`src/rtl/fault_sweep_pkg.sv`:
```
// fault_sweep_pkg
// Shared definitions for the fault sweep engine: default geometry, the
// sweep state enum, the fault index constants of the bench CUT and the
// helper that turns a fault index into a one-hot injection enable.
// Ports: none (package).
package fault_sweep_pkg;

  localparam int FSIM_NUM_IN     = 3;
  localparam int FSIM_NUM_FAULTS = 5;
  localparam int FSIM_SETTLE     = 1;
  localparam int FSIM_OH_MAX     = 32;

  typedef enum logic [2:0] {
    IDLE,
    HOLD,
    SAMPLE,
    NEXT,
    DONE
  } state_t;

  localparam int FLT_NONE  = 0;
  localparam int FLT_A_SA1 = 1;
  localparam int FLT_B_SA0 = 2;
  localparam int FLT_C_SA1 = 3;
  localparam int FLT_E_SA1 = 4;
  localparam int FLT_F_SA0 = 5;

  // Fault k enables bit k-1; index 0 (fault-free) gives all zeros.
  // Callers truncate the result to their own fault count.
  function automatic logic [FSIM_OH_MAX-1:0] fault_onehot(input int unsigned idx);
    logic [FSIM_OH_MAX-1:0] oh;
    oh = '0;
    if (idx != 0) begin
      oh = FSIM_OH_MAX'(1) << (idx - 1);
    end
    return oh;
  endfunction

endpackage

```
`src/rtl/fault_sweep_compare.sv`:
```
// fault_sweep_compare
// Result storage for the sweep: golden response vector, per-fault
// detection mask and the registered det_* report of each faulty sample.
// Ports:
//   clk, rst_n      clock, asynchronous active-low reset
//   clear           wipe golden and detect_mask (sweep start)
//   sample_en       store/compare the sampled response this cycle
//   fault, pattern  index of the sample being stored
//   resp_bit        registered CUT response
//   golden          fault-free response, bit i = pattern i
//   detect_mask     slice k-1 = fault k, bit i = pattern i detects it
//   det_valid/det_fault/det_pat/det_hit  one-cycle report per faulty sample
module fault_sweep_compare
  import fault_sweep_pkg::*;
#(
  parameter int NUM_IN     = FSIM_NUM_IN,
  parameter int NUM_FAULTS = FSIM_NUM_FAULTS,
  localparam int NP        = 1 << NUM_IN,
  localparam int FW        = $clog2(NUM_FAULTS + 1)
) (
  input  logic                     clk,
  input  logic                     rst_n,
  input  logic                     clear,
  input  logic                     sample_en,
  input  logic [FW-1:0]            fault,
  input  logic [NUM_IN-1:0]        pattern,
  input  logic                     resp_bit,
  output logic [NP-1:0]            golden,
  output logic [NUM_FAULTS*NP-1:0] detect_mask,
  output logic                     det_valid,
  output logic [FW-1:0]            det_fault,
  output logic [NUM_IN-1:0]        det_pat,
  output logic                     det_hit
);

  logic [NP-1:0]                  golden_q;
  logic [NUM_FAULTS-1:0][NP-1:0]  mask_q;
  logic [FW-1:0]                  slot;
  logic                           hit;

  // Fault k lives in mask slot k-1; a hit is any deviation from golden.
  assign slot        = fault - FW'(1);
  assign hit         = resp_bit ^ golden_q[pattern];
  assign golden      = golden_q;
  assign detect_mask = mask_q;

  always_ff @(posedge clk or negedge rst_n) begin
    if (!rst_n) begin
      golden_q  <= '0;
      mask_q    <= '0;
      det_valid <= 1'b0;
      det_fault <= '0;
      det_pat   <= '0;
      det_hit   <= 1'b0;
    end else begin
      det_valid <= 1'b0;
      if (clear) begin
        golden_q <= '0;
        mask_q   <= '0;
      end else if (sample_en) begin
        if (fault == '0) begin
          golden_q[pattern] <= resp_bit;
        end else begin
          mask_q[slot][pattern] <= hit;
          det_valid             <= 1'b1;
          det_fault             <= fault;
          det_pat               <= pattern;
          det_hit               <= hit;
        end
      end
    end
  end

endmodule

```
`src/rtl/fault_sweep_engine.sv`:
```
// fault_sweep_engine
// Apply-and-compare engine for parallel single-stuck-at fault simulation.
// Sweeps a fault-free pass followed by one pass per fault, applying every
// exhaustive pattern, and collects golden and detection results.
// Optional feature: define FSIM_FAULT_DROP_EN to skip the remaining
// patterns of a fault after its first detection.
// Ports:
//   clk, rst_n      clock, asynchronous active-low reset
//   start           begin a sweep (honoured in IDLE or DONE only)
//   pat             pattern index driven to the CUT, MSB = input a
//   fault_sel       one-hot fault enable to the CUT wrapper
//   resp            CUT output
//   busy, done      sweep in progress / sweep finished
//   golden, detect_mask, det_*   results from fault_sweep_compare
module fault_sweep_engine
  import fault_sweep_pkg::*;
#(
  parameter int NUM_IN     = FSIM_NUM_IN,
  parameter int NUM_FAULTS = FSIM_NUM_FAULTS,
  parameter int SETTLE     = FSIM_SETTLE,
  localparam int NP        = 1 << NUM_IN,
  localparam int FW        = $clog2(NUM_FAULTS + 1)
) (
  input  logic                     clk,
  input  logic                     rst_n,
  input  logic                     start,
  output logic [NUM_IN-1:0]        pat,
  output logic [NUM_FAULTS-1:0]    fault_sel,
  input  logic                     resp,
  output logic                     busy,
  output logic                     done,
  output logic [NP-1:0]            golden,
  output logic [NUM_FAULTS*NP-1:0] detect_mask,
  output logic                     det_valid,
  output logic [FW-1:0]            det_fault,
  output logic [NUM_IN-1:0]        det_pat,
  output logic                     det_hit
);

  localparam int HC_W = (SETTLE > 1) ? $clog2(SETTLE) : 1;

`ifdef FSIM_FAULT_DROP_EN
  localparam bit DROP_EN = 1'b1;
`else
  localparam bit DROP_EN = 1'b0;
`endif

  localparam logic [NUM_IN-1:0] LAST_PAT   = NUM_IN'(NP - 1);
  localparam logic [FW-1:0]     LAST_FAULT = FW'(NUM_FAULTS);
  localparam logic [HC_W-1:0]   HOLD_LAST  = HC_W'(SETTLE - 1);

  state_t            state;
  logic [FW-1:0]     fault;
  logic [NUM_IN-1:0] pattern;
  logic [HC_W-1:0]   hold_cnt;
  logic              resp_q;
  logic              clear;
  logic              sample_en;
  logic              drop_now;

  assign pat       = pattern;
  assign clear     = start && (state == IDLE || state == DONE);
  assign sample_en = (state == SAMPLE);
  // det_hit is fresh during NEXT, so a detected fault can be abandoned here.
  assign drop_now  = DROP_EN && (fault != '0) && det_valid && det_hit;

  // Sweep sequencer. The response is captured on the edge that ends the
  // last HOLD cycle; fault_sel is dropped to fault-free on leaving SAMPLE so
  // injection only ever overlaps the HOLD/SAMPLE cycles of one fault.
  always_ff @(posedge clk or negedge rst_n) begin
    if (!rst_n) begin
      state     <= IDLE;
      fault     <= '0;
      pattern   <= '0;
      hold_cnt  <= '0;
      resp_q    <= 1'b0;
      fault_sel <= '0;
      busy      <= 1'b0;
      done      <= 1'b0;
    end else begin
      case (state)
        IDLE, DONE: begin
          if (start) begin
            fault     <= '0;
            pattern   <= '0;
            hold_cnt  <= '0;
            fault_sel <= '0;
            busy      <= 1'b1;
            done      <= 1'b0;
            state     <= HOLD;
          end
        end
        HOLD: begin
          if (hold_cnt == HOLD_LAST) begin
            resp_q <= resp;
            state  <= SAMPLE;
          end else begin
            hold_cnt <= hold_cnt + HC_W'(1);
          end
        end
        SAMPLE: begin
          fault_sel <= '0;
          state     <= NEXT;
        end
        NEXT: begin
          hold_cnt <= '0;
          if (!drop_now && pattern != LAST_PAT) begin
            pattern   <= pattern + NUM_IN'(1);
            fault_sel <= NUM_FAULTS'(fault_onehot(32'(fault)));
            state     <= HOLD;
          end else if (fault != LAST_FAULT) begin
            pattern   <= '0;
            fault     <= fault + FW'(1);
            fault_sel <= NUM_FAULTS'(fault_onehot(32'(fault) + 32'd1));
            state     <= HOLD;
          end else begin
            busy  <= 1'b0;
            done  <= 1'b1;
            state <= DONE;
          end
        end
        default: state <= IDLE;
      endcase
    end
  end

  fault_sweep_compare #(
    .NUM_IN     (NUM_IN),
    .NUM_FAULTS (NUM_FAULTS)
  ) u_compare (
    .clk         (clk),
    .rst_n       (rst_n),
    .clear       (clear),
    .sample_en   (sample_en),
    .fault       (fault),
    .pattern     (pattern),
    .resp_bit    (resp_q),
    .golden      (golden),
    .detect_mask (detect_mask),
    .det_valid   (det_valid),
    .det_fault   (det_fault),
    .det_pat     (det_pat),
    .det_hit     (det_hit)
  );

endmodule

```
`config.mk`:
```
export PLATFORM = sky130hd
export DESIGN_NAME = fault_sweep_engine
export DESIGN_NICKNAME = d
export VERILOG_FILES = /design/src/rtl/fault_sweep_pkg.sv /design/src/rtl/fault_sweep_compare.sv /design/src/rtl/fault_sweep_engine.sv
export SDC_FILE = /design/constraint.sdc
export NUM_CORES = 1
export LEC_CHECK = 0
export ABC_AREA = 1
export CAP_MARGIN = 10
export CORE_ASPECT_RATIO = 1.2
export CORE_MARGIN = 1
export CORE_UTILIZATION = 52
export DETAILED_ROUTE_END_ITERATION = 10
export PLACE_DENSITY = 0.77
export SYNTH_ARGS = -nofsm -noshare
export SYNTH_HDL_FRONTEND = slang
export SYNTH_SLANG_ARGS = --single-unit
```
`constraint.sdc`:
```
create_clock -name clk -period 2.6 [get_ports clk]
set_clock_uncertainty 0.15 [all_clocks]
set_input_delay 0.52 -clock clk [delete_from_list [all_inputs] [get_ports clk]]
set_output_delay 0.52 -clock clk [all_outputs]
set_load 0.03 [all_outputs]
```
==> results of run 1 <==
==> power breakdown <==
part | internal [µW] | switching (µW) | total (µW) | leakage (µW)
clock | 527 | 413 | 939 | 0.000102
sequential | 1440 | 247 | 1690 | 0.000967
combinational | 962 | 2050 | 3010 | 0.00108
==> how the worst min path moves through the flow <==
| stage | start | endpoint | slack, ns | cells past startpoint |
|---|---|---|---|---|
| final | rst_n | state[2] | 0.02 | 1 |
| after global routing | rst_n | state[2] | 0.05 | 1 |
| after CTS | rst_n | u_compare.detect_mask[9] | 0.03 | 1 |
| after detailed placement | done | done | 0.31 | 2 |
| after global placement | done | done | 0.31 | 2 |
| after floorplan | rst_n | busy | 0.07 | 0 |
==> through the flow <==
stage,area [µm²],std cells,hold WS (ns),setup WS [ns]
after floorplan,3590,439,0.0744,0.435
after global placement,4370,587,0.312,0.414
after detailed placement,4370,587,0.311,0.300
after CTS,4570,601,0.0278,0.235
after global routing,4570,601,0.0529,0.0463
final,4570,601,0.0185,0.227
==> layer usage <==
metal  vias up  global-route usage [%]  wire (µm)
met3        18                    6.15        711
met4         0                    14.5        197
met1      1535                    36.6       3950
li1       1593                       -          -
met5         -                       0          0
met2       147                    42.3       4360
==> cell type report <==
type	instances	share of cell area, %
timing repair buffer	76	16.4
multi-input combinational	317	33.8
inverter	36	3.07
clock inverter	4	1.53
sequential	73	40.0
clock buffer	10	2.80
tap	85	2.33
==> logic make-up (layout without fill, tap and decap cells) <==
group | count (synthesis) | count (layout) | share of synthesized area, %
fa+ha+maj | 9 | 9 | 3.14
buf+inv | 49 | 126 | 6.10
flops | 73 | 73 | 50.9
simple gates | 183 | 183 | 22.1
compound gates | 125 | 125 | 17.8
==> sequential cells by signal, summed over array words and instances, names as in the netlist, 3 cells and up <==
name / cells
u_compare.golden: 8
u_compare.detect_mask: 40
u_compare.det_pat: 3
pat: 3
u_compare.det_fault: 3
state: 3
fault_sel: 5
fault: 3
==> cell usage in the layout, fill, tap and decap left out, types with 2 or more instances in the layout <==
cell / synthesis / layout
ha_1: 9 / 9
nand3_2: 2 / 2
o21ai_0: 39 / 39
inv_1: 31 / 31
a21oi_1: 71 / 71
nand2_4: 4 / 4
inv_2: 2 / 2
clkinv_2: 0 / 2
clkbuf_8: 0 / 9
inv_4: 2 / 2
clkdlybuf4s50_1: 0 / 68
nand3_1: 16 / 16
o21ai_1: 12 / 12
nand4_1: 2 / 2
bufinv_16: 0 / 2
dfrtp_1: 73 / 73
nor2_1: 78 / 78
buf_4: 2 / 6
nand2_1: 77 / 77
==> flow_metrics.env, run 1 <==
export IMPL_status="finished, final reports clean"
export IMPL_cts_root_buffer_cell="clkbuf_8"
export IMPL_synth_common_cells="nor2_1, nand2_1, dfrtp_1"
export IMPL_cp_arrival_ns=1.70
export IMPL_diodes=0
export IMPL_hold_viol=0
export IMPL_postCtsSetupBuffers=0
export IMPL_multi_input_area_mm2=0.00154
export IMPL_htreeDepth=3
export IMPL_critPathLaunch="pat[0]"
export IMPL_cp_data_required_time_ns=1.93
export IMPL_synth_flop_cell="dfrtp_1"
export IMPL_clk_path_buf_depth=2
export IMPL_cp_slowest_cell="clkdlybuf4s50_1"
export IMPL_critPathMaxStageDelay_ns=0.75
export IMPL_period_needed_ns=2.37
export IMPL_endpoint="pat[0]"
export IMPL_synth_enable_flop_cells=0
export IMPL_finalCritPeriodShare_pct=91.3
export IMPL_fp_dieW_um=77.8
export IMPL_n_fill_cell=550
export IMPL_maxCapViolations=0
export IMPL_core_mm2=0.00657
export IMPL_overflow=0
export IMPL_syn_cell_area_mm2=0.00359
export IMPL_synth_distinct_cells=27
export IMPL_grt_start_max_net_pins=44
export IMPL_avgViaCountPerCell=5.48
export IMPL_fin_tns_setup_ns=0
export IMPL_clock_latency_ns=0.36
export IMPL_wl_um=9220
export IMPL_synth_area_leaders="dfrtp_1, a21oi_1, nor2_1, nand2_1, o21ai_0"
export IMPL_fin_util_pct=69.5
export IMPL_dp_hpwl_um=6390
export IMPL_ys_warn_count=0
export IMPL_cts_hold_buf=0
export IMPL_peakVddDrop_v=0.000541
export IMPL_async_flop_share_pct=100
export IMPL_worstSetupEndpointType="primary output"
export IMPL_clock_fmax_mhz=421
export IMPL_cp_num_cells=1
export IMPL_drt_antenna_violating_nets=0
export IMPL_synth_area_per_cell_um2=8.18
export IMPL_worstReg2RegEnd="u_compare.detect_mask[16]"
export IMPL_cts_made_buffers=9
export IMPL_die_area_mm2=0.00724
export IMPL_syn_num_nets=452
export IMPL_relSlewSlack_pct=60.0
export IMPL_grt_pass1_wl_um=15200
export IMPL_yosysMostFrequentCell="nor2_1"
export IMPL_gp_congestion=0.974
export IMPL_finalPower_uw=5640
export IMPL_fp_dieH_um=93.0
export IMPL_cts_resized=0
export IMPL_yosys_area_top_type_share_pct=50.9
export IMPL_drc=0
export IMPL_cp_num_buf_inv=1
export IMPL_antenna_found_initial=0
export IMPL_tightest_slew_ns=0.600
export IMPL_pin_count=70
export IMPL_drt_initial_drc_count=241
export IMPL_leakagePower_uw=0.00215
export IMPL_final_nets=526
export IMPL_syn_to_final_growth_pct=27.2
export IMPL_core_rowCount=32
export IMPL_setup_violations_final=0
export IMPL_start_util_pct=54.7
export IMPL_rrSetupSlack_ns=0.27
export IMPL_rsz0062_at_grt="false"
export IMPL_synthCells=439
export IMPL_crit_path_cell_trace="clkdlybuf4s50_1"
export IMPL_via_count=3293
export IMPL_crit_family="buffers and inverters"
export IMPL_ys_ff_latch=73
export IMPL_yosysTopAreaCell="dfrtp_1"
export IMPL_worstSetupPathType="reg -> out"
export IMPL_crit_path_start_kind="flip-flop"
export IMPL_clkSinkCount=73
export IMPL_rr_startpoint="fault[0]"
export IMPL_yosysSeqAreaShare_pct=50.9
export IMPL_seq_area_mm2=0.00183
export IMPL_grt_total_usage_pct=27.6
export IMPL_io_buffers=69
export IMPL_post_drt_wl_per_cell_um=15.3
export IMPL_powerDensity_mw_per_mm2=1230
export IMPL_hp_class="in -> async"
export IMPL_tritoncts="done"
export IMPL_drv_slew=0
export IMPL_drive_gt1_share_pct=6.78
export IMPL_path_max_fanout=11
export IMPL_grt_pass1_vias=3127
export IMPL_path_clk_slew_ns=0.08
export IMPL_drt_pass1_iterations=5
export IMPL_reg2reg_depth=9
No activity file was read; power rests on OpenSTA's default activity.
==> run 2, diff against run 1 <==
--- a/config.mk
+++ b/config.mk
@@ -7,11 +7,11 @@
 export LEC_CHECK = 0
 export ABC_AREA = 1
 export CAP_MARGIN = 10
-export CORE_ASPECT_RATIO = 1.2
+export CORE_ASPECT_RATIO = 0.5
 export CORE_MARGIN = 1
 export CORE_UTILIZATION = 52
 export DETAILED_ROUTE_END_ITERATION = 10
-export PLACE_DENSITY = 0.77
+export PLACE_DENSITY = 0.8
 export SYNTH_ARGS = -nofsm -noshare
 export SYNTH_HDL_FRONTEND = slang
 export SYNTH_SLANG_ARGS = --single-unit
==> run 2 against run 1 <==
- clock power increased by 24%
- via count decreased by 1.1%
- global-route usage increased by 0.34 points
- core utilization increased by 3.7 points
- final area increased by 2.0%
- critical path depth increased by 8
- non-clock buffer count unchanged
- power increased by 3.7%
- critical path type is now reg -> reg
- setup slack improved by 0.0052 ns
- die area increased by 0.26%
==> flow_metrics.env, run 2 (synthesized netlist as in run 1, its figures left out) <==
export IMPL_final_cell_mix="nor2_1, nand2_1, dfrtp_1"
export IMPL_grt_start_max_net_pins=74
export IMPL_drv_slew=0
export IMPL_fp_dieH_um=60.8
export IMPL_clock_latency_ns=0.34
export IMPL_mostFrequentLayoutCell="nor2_1"
export IMPL_period_needed_ns=2.37
export IMPL_final_nets=526
export IMPL_drt_antenna_violating_nets=0
export IMPL_worstSetupEndpointType="flip-flop"
export IMPL_path_max_fanout=11
export IMPL_htreeDepth=3
export IMPL_cp_num_buf_inv=2
export IMPL_io_buffers=69
export IMPL_crit_path_start_kind="flip-flop"
export IMPL_powerDensity_mw_per_mm2=1260
export IMPL_place_area_mm2=0.00437
export IMPL_postCtsSetupBuffers=0
export IMPL_post_drt_wl_per_cell_um=14.8
export IMPL_diodes=0
export IMPL_rsz0062_at_grt="false"
export IMPL_stdcell_area_mm2=0.00466
export IMPL_cts_resized=0
export IMPL_pin_count=70
export IMPL_hold_viol=0
export IMPL_start_util_pct=56.5
export IMPL_clk_path_buf_depth=2
export IMPL_maxCapViolations=0
export IMPL_crit_path_cell_trace="inv_1 -> ha_1 -> nand2_8 -> inv_4 -> nor2_8 -> nand2_1 -> nor2_1 -> o21ai_0 -> a21oi_1"
export IMPL_critPathMaxStageDelay_ns=0.48
export IMPL_gr_usage_met3_pct=7.80
export IMPL_fin_tns_setup_ns=0
export IMPL_avgViaCountPerCell=5.37
export IMPL_grt_busiest_layer="met2"
export IMPL_worstSetupPathType="reg -> reg"
export IMPL_status="finished, final reports clean"
export IMPL_grt_pass1_wl_um=15100
export IMPL_gp_congestion=0.898
export IMPL_leakagePower_uw=0.00218
export IMPL_use_met2_pct=44.4
export IMPL_peakVddDrop_v=0.000663
export IMPL_dp_hpwl_um=6130
export IMPL_cts_hold_buf=0
export IMPL_path_clk_slew_ns=0.06
export IMPL_cp_slowest_cell="dfrtp_1"
export IMPL_crit_family="simple AND/OR/NAND/NOR gates"
export IMPL_critPathLaunch="fault[0]"
export IMPL_via_count=3256
export IMPL_drt_pass1_iterations=6
export IMPL_setup_violations_final=0
export IMPL_drt_initial_drc_count=238
export IMPL_core_rowCount=20
export IMPL_clock_fmax_mhz=422
export IMPL_use_met1_pct=37.8
export IMPL_wl_um=8950
export IMPL_n_fill_cell=467
export IMPL_drive_gt1_share_pct=7.14
export IMPL_tightest_slew_ns=0.425
export IMPL_finalCritPeriodShare_pct=91.1
export IMPL_core_mm2=0.00636
export IMPL_syn_to_final_growth_pct=29.7
export IMPL_clkSinkCount=73
export IMPL_drc=0
export IMPL_overflow=0
export IMPL_hp_class="in -> async"
export IMPL_relSlewSlack_pct=71.4
export IMPL_cts_made_buffers=9
export IMPL_rr_startpoint="fault[0]"
export IMPL_tritoncts="done"
export IMPL_grt_total_usage_pct=27.9
export IMPL_cts_root_buffer_cell="clkbuf_16"
export IMPL_holdWs_ns=0.0592
export IMPL_cp_arrival_ns=2.48
export IMPL_largest_reg_flops=40
export IMPL_grt_pass1_vias=3103
export IMPL_die_area_mm2=0.00726
export IMPL_cp_data_required_time_ns=2.71
export IMPL_antenna_found_initial=0
export IMPL_fp_dieW_um=120
## run 2: cell count changes in the layout (fill, tap and decap cells not counted), sizes merged
cell      previous run  this run
bufinv               2         0
clkbuf              10        12
clkinvlp             0         3
clkinv               3         2
## run 2: final cells by class
class	count	area (µm²)	share of cell area, %
clock inverters	4	27.5	0.591
repair buffers	76	751	16.1
flip-flops and latches	73	1830	39.2
inverters	36	140	3.01
multi-input cells	317	1540	33.2
well taps	88	110	2.36
clock buffers	12	256	5.51
## run 2: power by group
part           switching (µW)  total, µW  internal [µW]
clock network             464       1160            696
registers                 235       1680           1440
logic                    2040       3010            967
total                    2740       5850           3100
## run 2: stage by stage
step	power [µW]	setup WS (ns)	instances	util (%)
global route	6260	0.0625	606	73.2
CTS	5850	0.282	606	73.2
detailed placement	4660	0.324	590	68.8
finish	5850	0.233	606	73.2
global placement	4640	0.409	590	68.8
floorplan	3700	0.435	439	-
## run 2: final timing paths
kind                                              to  slack (ns)  cells after the start
max in group asynchronous       u_compare.det_pat[1]        1.95                      2
min                        u_compare.detect_mask[14]        0.06                      2
max                        u_compare.detect_mask[17]        0.23                      9
max reg2reg                u_compare.detect_mask[17]        0.23                      9
min reg2reg                             fault_sel[4]        0.33                      2
min in group clk                        fault_sel[4]        0.33                      2
## run 2: layer usage
| metal | up-vias | wire length (µm) |
|---|---|---|
| met4 | 0 | 126 |
| li1 | 1590 | - |
| met1 | 1529 | 4190 |
| met5 | - | 0 |
| met2 | 121 | 4010 |
| met3 | 16 | 627 |
==> run 3, diff against run 2 <==
--- a/config.mk
+++ b/config.mk
@@ -7,11 +7,13 @@
 export LEC_CHECK = 0
 export ABC_AREA = 1
 export CAP_MARGIN = 10
+export CELL_PAD_IN_SITES_DETAIL_PLACEMENT = 0
+export CELL_PAD_IN_SITES_GLOBAL_PLACEMENT = 1
 export CORE_ASPECT_RATIO = 0.5
 export CORE_MARGIN = 1
-export CORE_UTILIZATION = 52
+export CORE_UTILIZATION = 38
 export DETAILED_ROUTE_END_ITERATION = 10
-export PLACE_DENSITY = 0.8
+export PLACE_DENSITY_LB_ADDON = 0.1
 export SYNTH_ARGS = -nofsm -noshare
 export SYNTH_HDL_FRONTEND = slang
 export SYNTH_SLANG_ARGS = --single-unit
==> run 3 against run 2 <==
- the flow now finishes with violations (negative hold slack)
- final area rose by 1.3%
- flip-flop and latch count did not move
- first-iteration DRC count fell by 33%
- non-clock buffer count rose by 1
- power rose by 2.3%
- clock power rose by 8%
- die area rose by 36%
- critical path depth fell by 8
- core utilization fell by 20 points
- hold slack got worse by 0.063 ns
- via count fell by 3.2%
- largest power group unchanged
==> flow_metrics.env, run 3 (synthesized netlist as in run 1, its figures left out) <==
export IMPL_syn_to_final_growth_pct=31.4
export IMPL_drt_antenna_violating_nets=0
export IMPL_violations="negative hold slack"
export IMPL_tritoncts="done"
export IMPL_crit_path_cell_trace="clkdlybuf4s50_1"
export IMPL_clkSinkCount=73
export IMPL_avgViaCountPerCell=4.95
export IMPL_place_area_mm2=0.00442
export IMPL_cp_slowest_cell="clkdlybuf4s50_1"
export IMPL_setup_violations_final=0
export IMPL_critPathMaxStageDelay_ns=0.78
export IMPL_htreeDepth=3
export IMPL_fp_dieH_um=70.7
export IMPL_mostFrequentLayoutCell="nor2_1"
export IMPL_post_drt_wl_per_cell_um=15.4
export IMPL_gp_congestion=0.892
export IMPL_leakagePower_uw=0.00220
export IMPL_via_count=3151
export IMPL_drt_pass1_iterations=4
export IMPL_dp_hpwl_um=6830
export IMPL_rr_startpoint="pat[0]"
export IMPL_final_nets=527
export IMPL_core_rowCount=24
export IMPL_stdcell_area_mm2=0.00472
export IMPL_antenna_found_initial=0
export IMPL_critPathLaunch="pat[0]"
export IMPL_clk_path_buf_depth=2
export IMPL_clock_latency_ns=0.33
export IMPL_holdWs_ns=-0.00390
export IMPL_start_util_pct=40.2
export IMPL_wl_um=9800
export IMPL_fin_ws_ns=0.282
export IMPL_final_cell_mix="nor2_1, nand2_1, dfrtp_1"
export IMPL_cts_hold_buf=0
export IMPL_seq_area_mm2=0.00183
export IMPL_worstSetupEndpointType="primary output"
export IMPL_crit_family="buffers and inverters"
export IMPL_drive_gt1_share_pct=7.13
export IMPL_cts_made_buffers=9
export IMPL_peakVddDrop_v=0.000551
export IMPL_path_max_fanout=11
export IMPL_hold_viol=8
export IMPL_drv_slew=0
export IMPL_cts_resized=0
export IMPL_n_fill_cell=889
export IMPL_rsz0062_at_grt="false"
export IMPL_relSlewSlack_pct=53.0
export IMPL_multi_input_area_mm2=0.00154
export IMPL_period_needed_ns=2.32
export IMPL_die_area_mm2=0.00986
export IMPL_cts_root_buffer_cell="clkbuf_16"
export IMPL_pin_count=70
export IMPL_cp_arrival_ns=1.65
export IMPL_largest_reg_flops=40
export IMPL_dp_cells=620
export IMPL_worstSetupPathType="reg -> out"
export IMPL_core_mm2=0.00892
export IMPL_dp_slack_ns=0.420
export IMPL_diodes=0
export IMPL_path_clk_slew_ns=0.06
export IMPL_status="finished, violations left"
export IMPL_finalCritPeriodShare_pct=89.2
export IMPL_clock_fmax_mhz=431
export IMPL_hp_class="in -> async"
export IMPL_grt_pass1_wl_um=16400
export IMPL_crit_path_start_kind="flip-flop"
export IMPL_powerDensity_mw_per_mm2=1270
export IMPL_postCtsSetupBuffers=0
export IMPL_io_buffers=69
export IMPL_overflow=0
export IMPL_grt_pass1_vias=3168
export IMPL_finalPower_uw=5980
export IMPL_grt_total_usage_pct=21.5
export IMPL_fin_tns_setup_ns=0
export IMPL_grt_start_max_net_pins=43
export IMPL_final_cells=636
export IMPL_maxCapViolations=0
export IMPL_tightest_slew_ns=0.698
export IMPL_cp_num_buf_inv=1
export IMPL_drt_initial_drc_count=159
export IMPL_drc=0
export IMPL_cp_data_required_time_ns=1.93
export IMPL_fp_dieW_um=139
[run 3: metal layers]
| layer | share of wire, % | vias up | GRT usage (%) |
|---|---|---|---|
| met5 | 0 | - | 0 |
| met4 | 0.58 | 0 | 5.06 |
| met3 | 6.6 | 5 | 6.09 |
| met2 | 43 | 75 | 32.5 |
| met1 | 50 | 1481 | 30.7 |
| li1 | - | 1590 | - |
[run 3: power breakdown]
| part | leakage (µW) | switching [µW] | internal, µW | total [µW] |
|---|---|---|---|---|
| Sequential | 0.000967 | 216 | 1440 | 1660 |
| Combinational | 0.00109 | 2100 | 965 | 3070 |
| Clock | 0.000143 | 483 | 772 | 1250 |
| Total | 0.00220 | 2800 | 3180 | 5980 |
[run 3: through the flow]
stage | util, % | hold slack, ns
after global placement | 49.5 | 0.315
after CTS | 52.9 | 0.00620
after floorplan | - | 0.0744
after global routing | 52.9 | 0.0227
final | 52.9 | -0.00390
after detailed placement | 49.5 | 0.322
[run 3: path summary, 6_finish.rpt]
path / to / cells past startpoint / slack (ns)
min in group clk: fault_sel[3] / 2 / 0.33
max in group asynchronous: u_compare.detect_mask[39] / 2 / 1.74
worst min register to register: fault_sel[3] / 2 / 0.33
worst max register to register: done / 7 / 0.41
worst min-delay path: pat[0] / 1 / -0.004
worst max-delay path: pat[0] / 1 / 0.28
[run 3: final cells by class]
cell class,instances,area share [%]
clock buffers,12,5.23
clock inverters,4,1.09
inverters,36,2.97
multi-input cells,317,32.7
flip-flops and latches,73,38.7
well taps,117,3.10
repair buffers,77,16.1
[run 3: worst reg2reg max path, cell delays in order (launching register included)]
cell     delay (ns)
dfrtp_1        0.55
ha_1           0.21
ha_1           0.30
inv_1          0.15
o31ai_2        0.39
o21ai_0        0.20
nand2_1        0.09
nand2_1        0.05
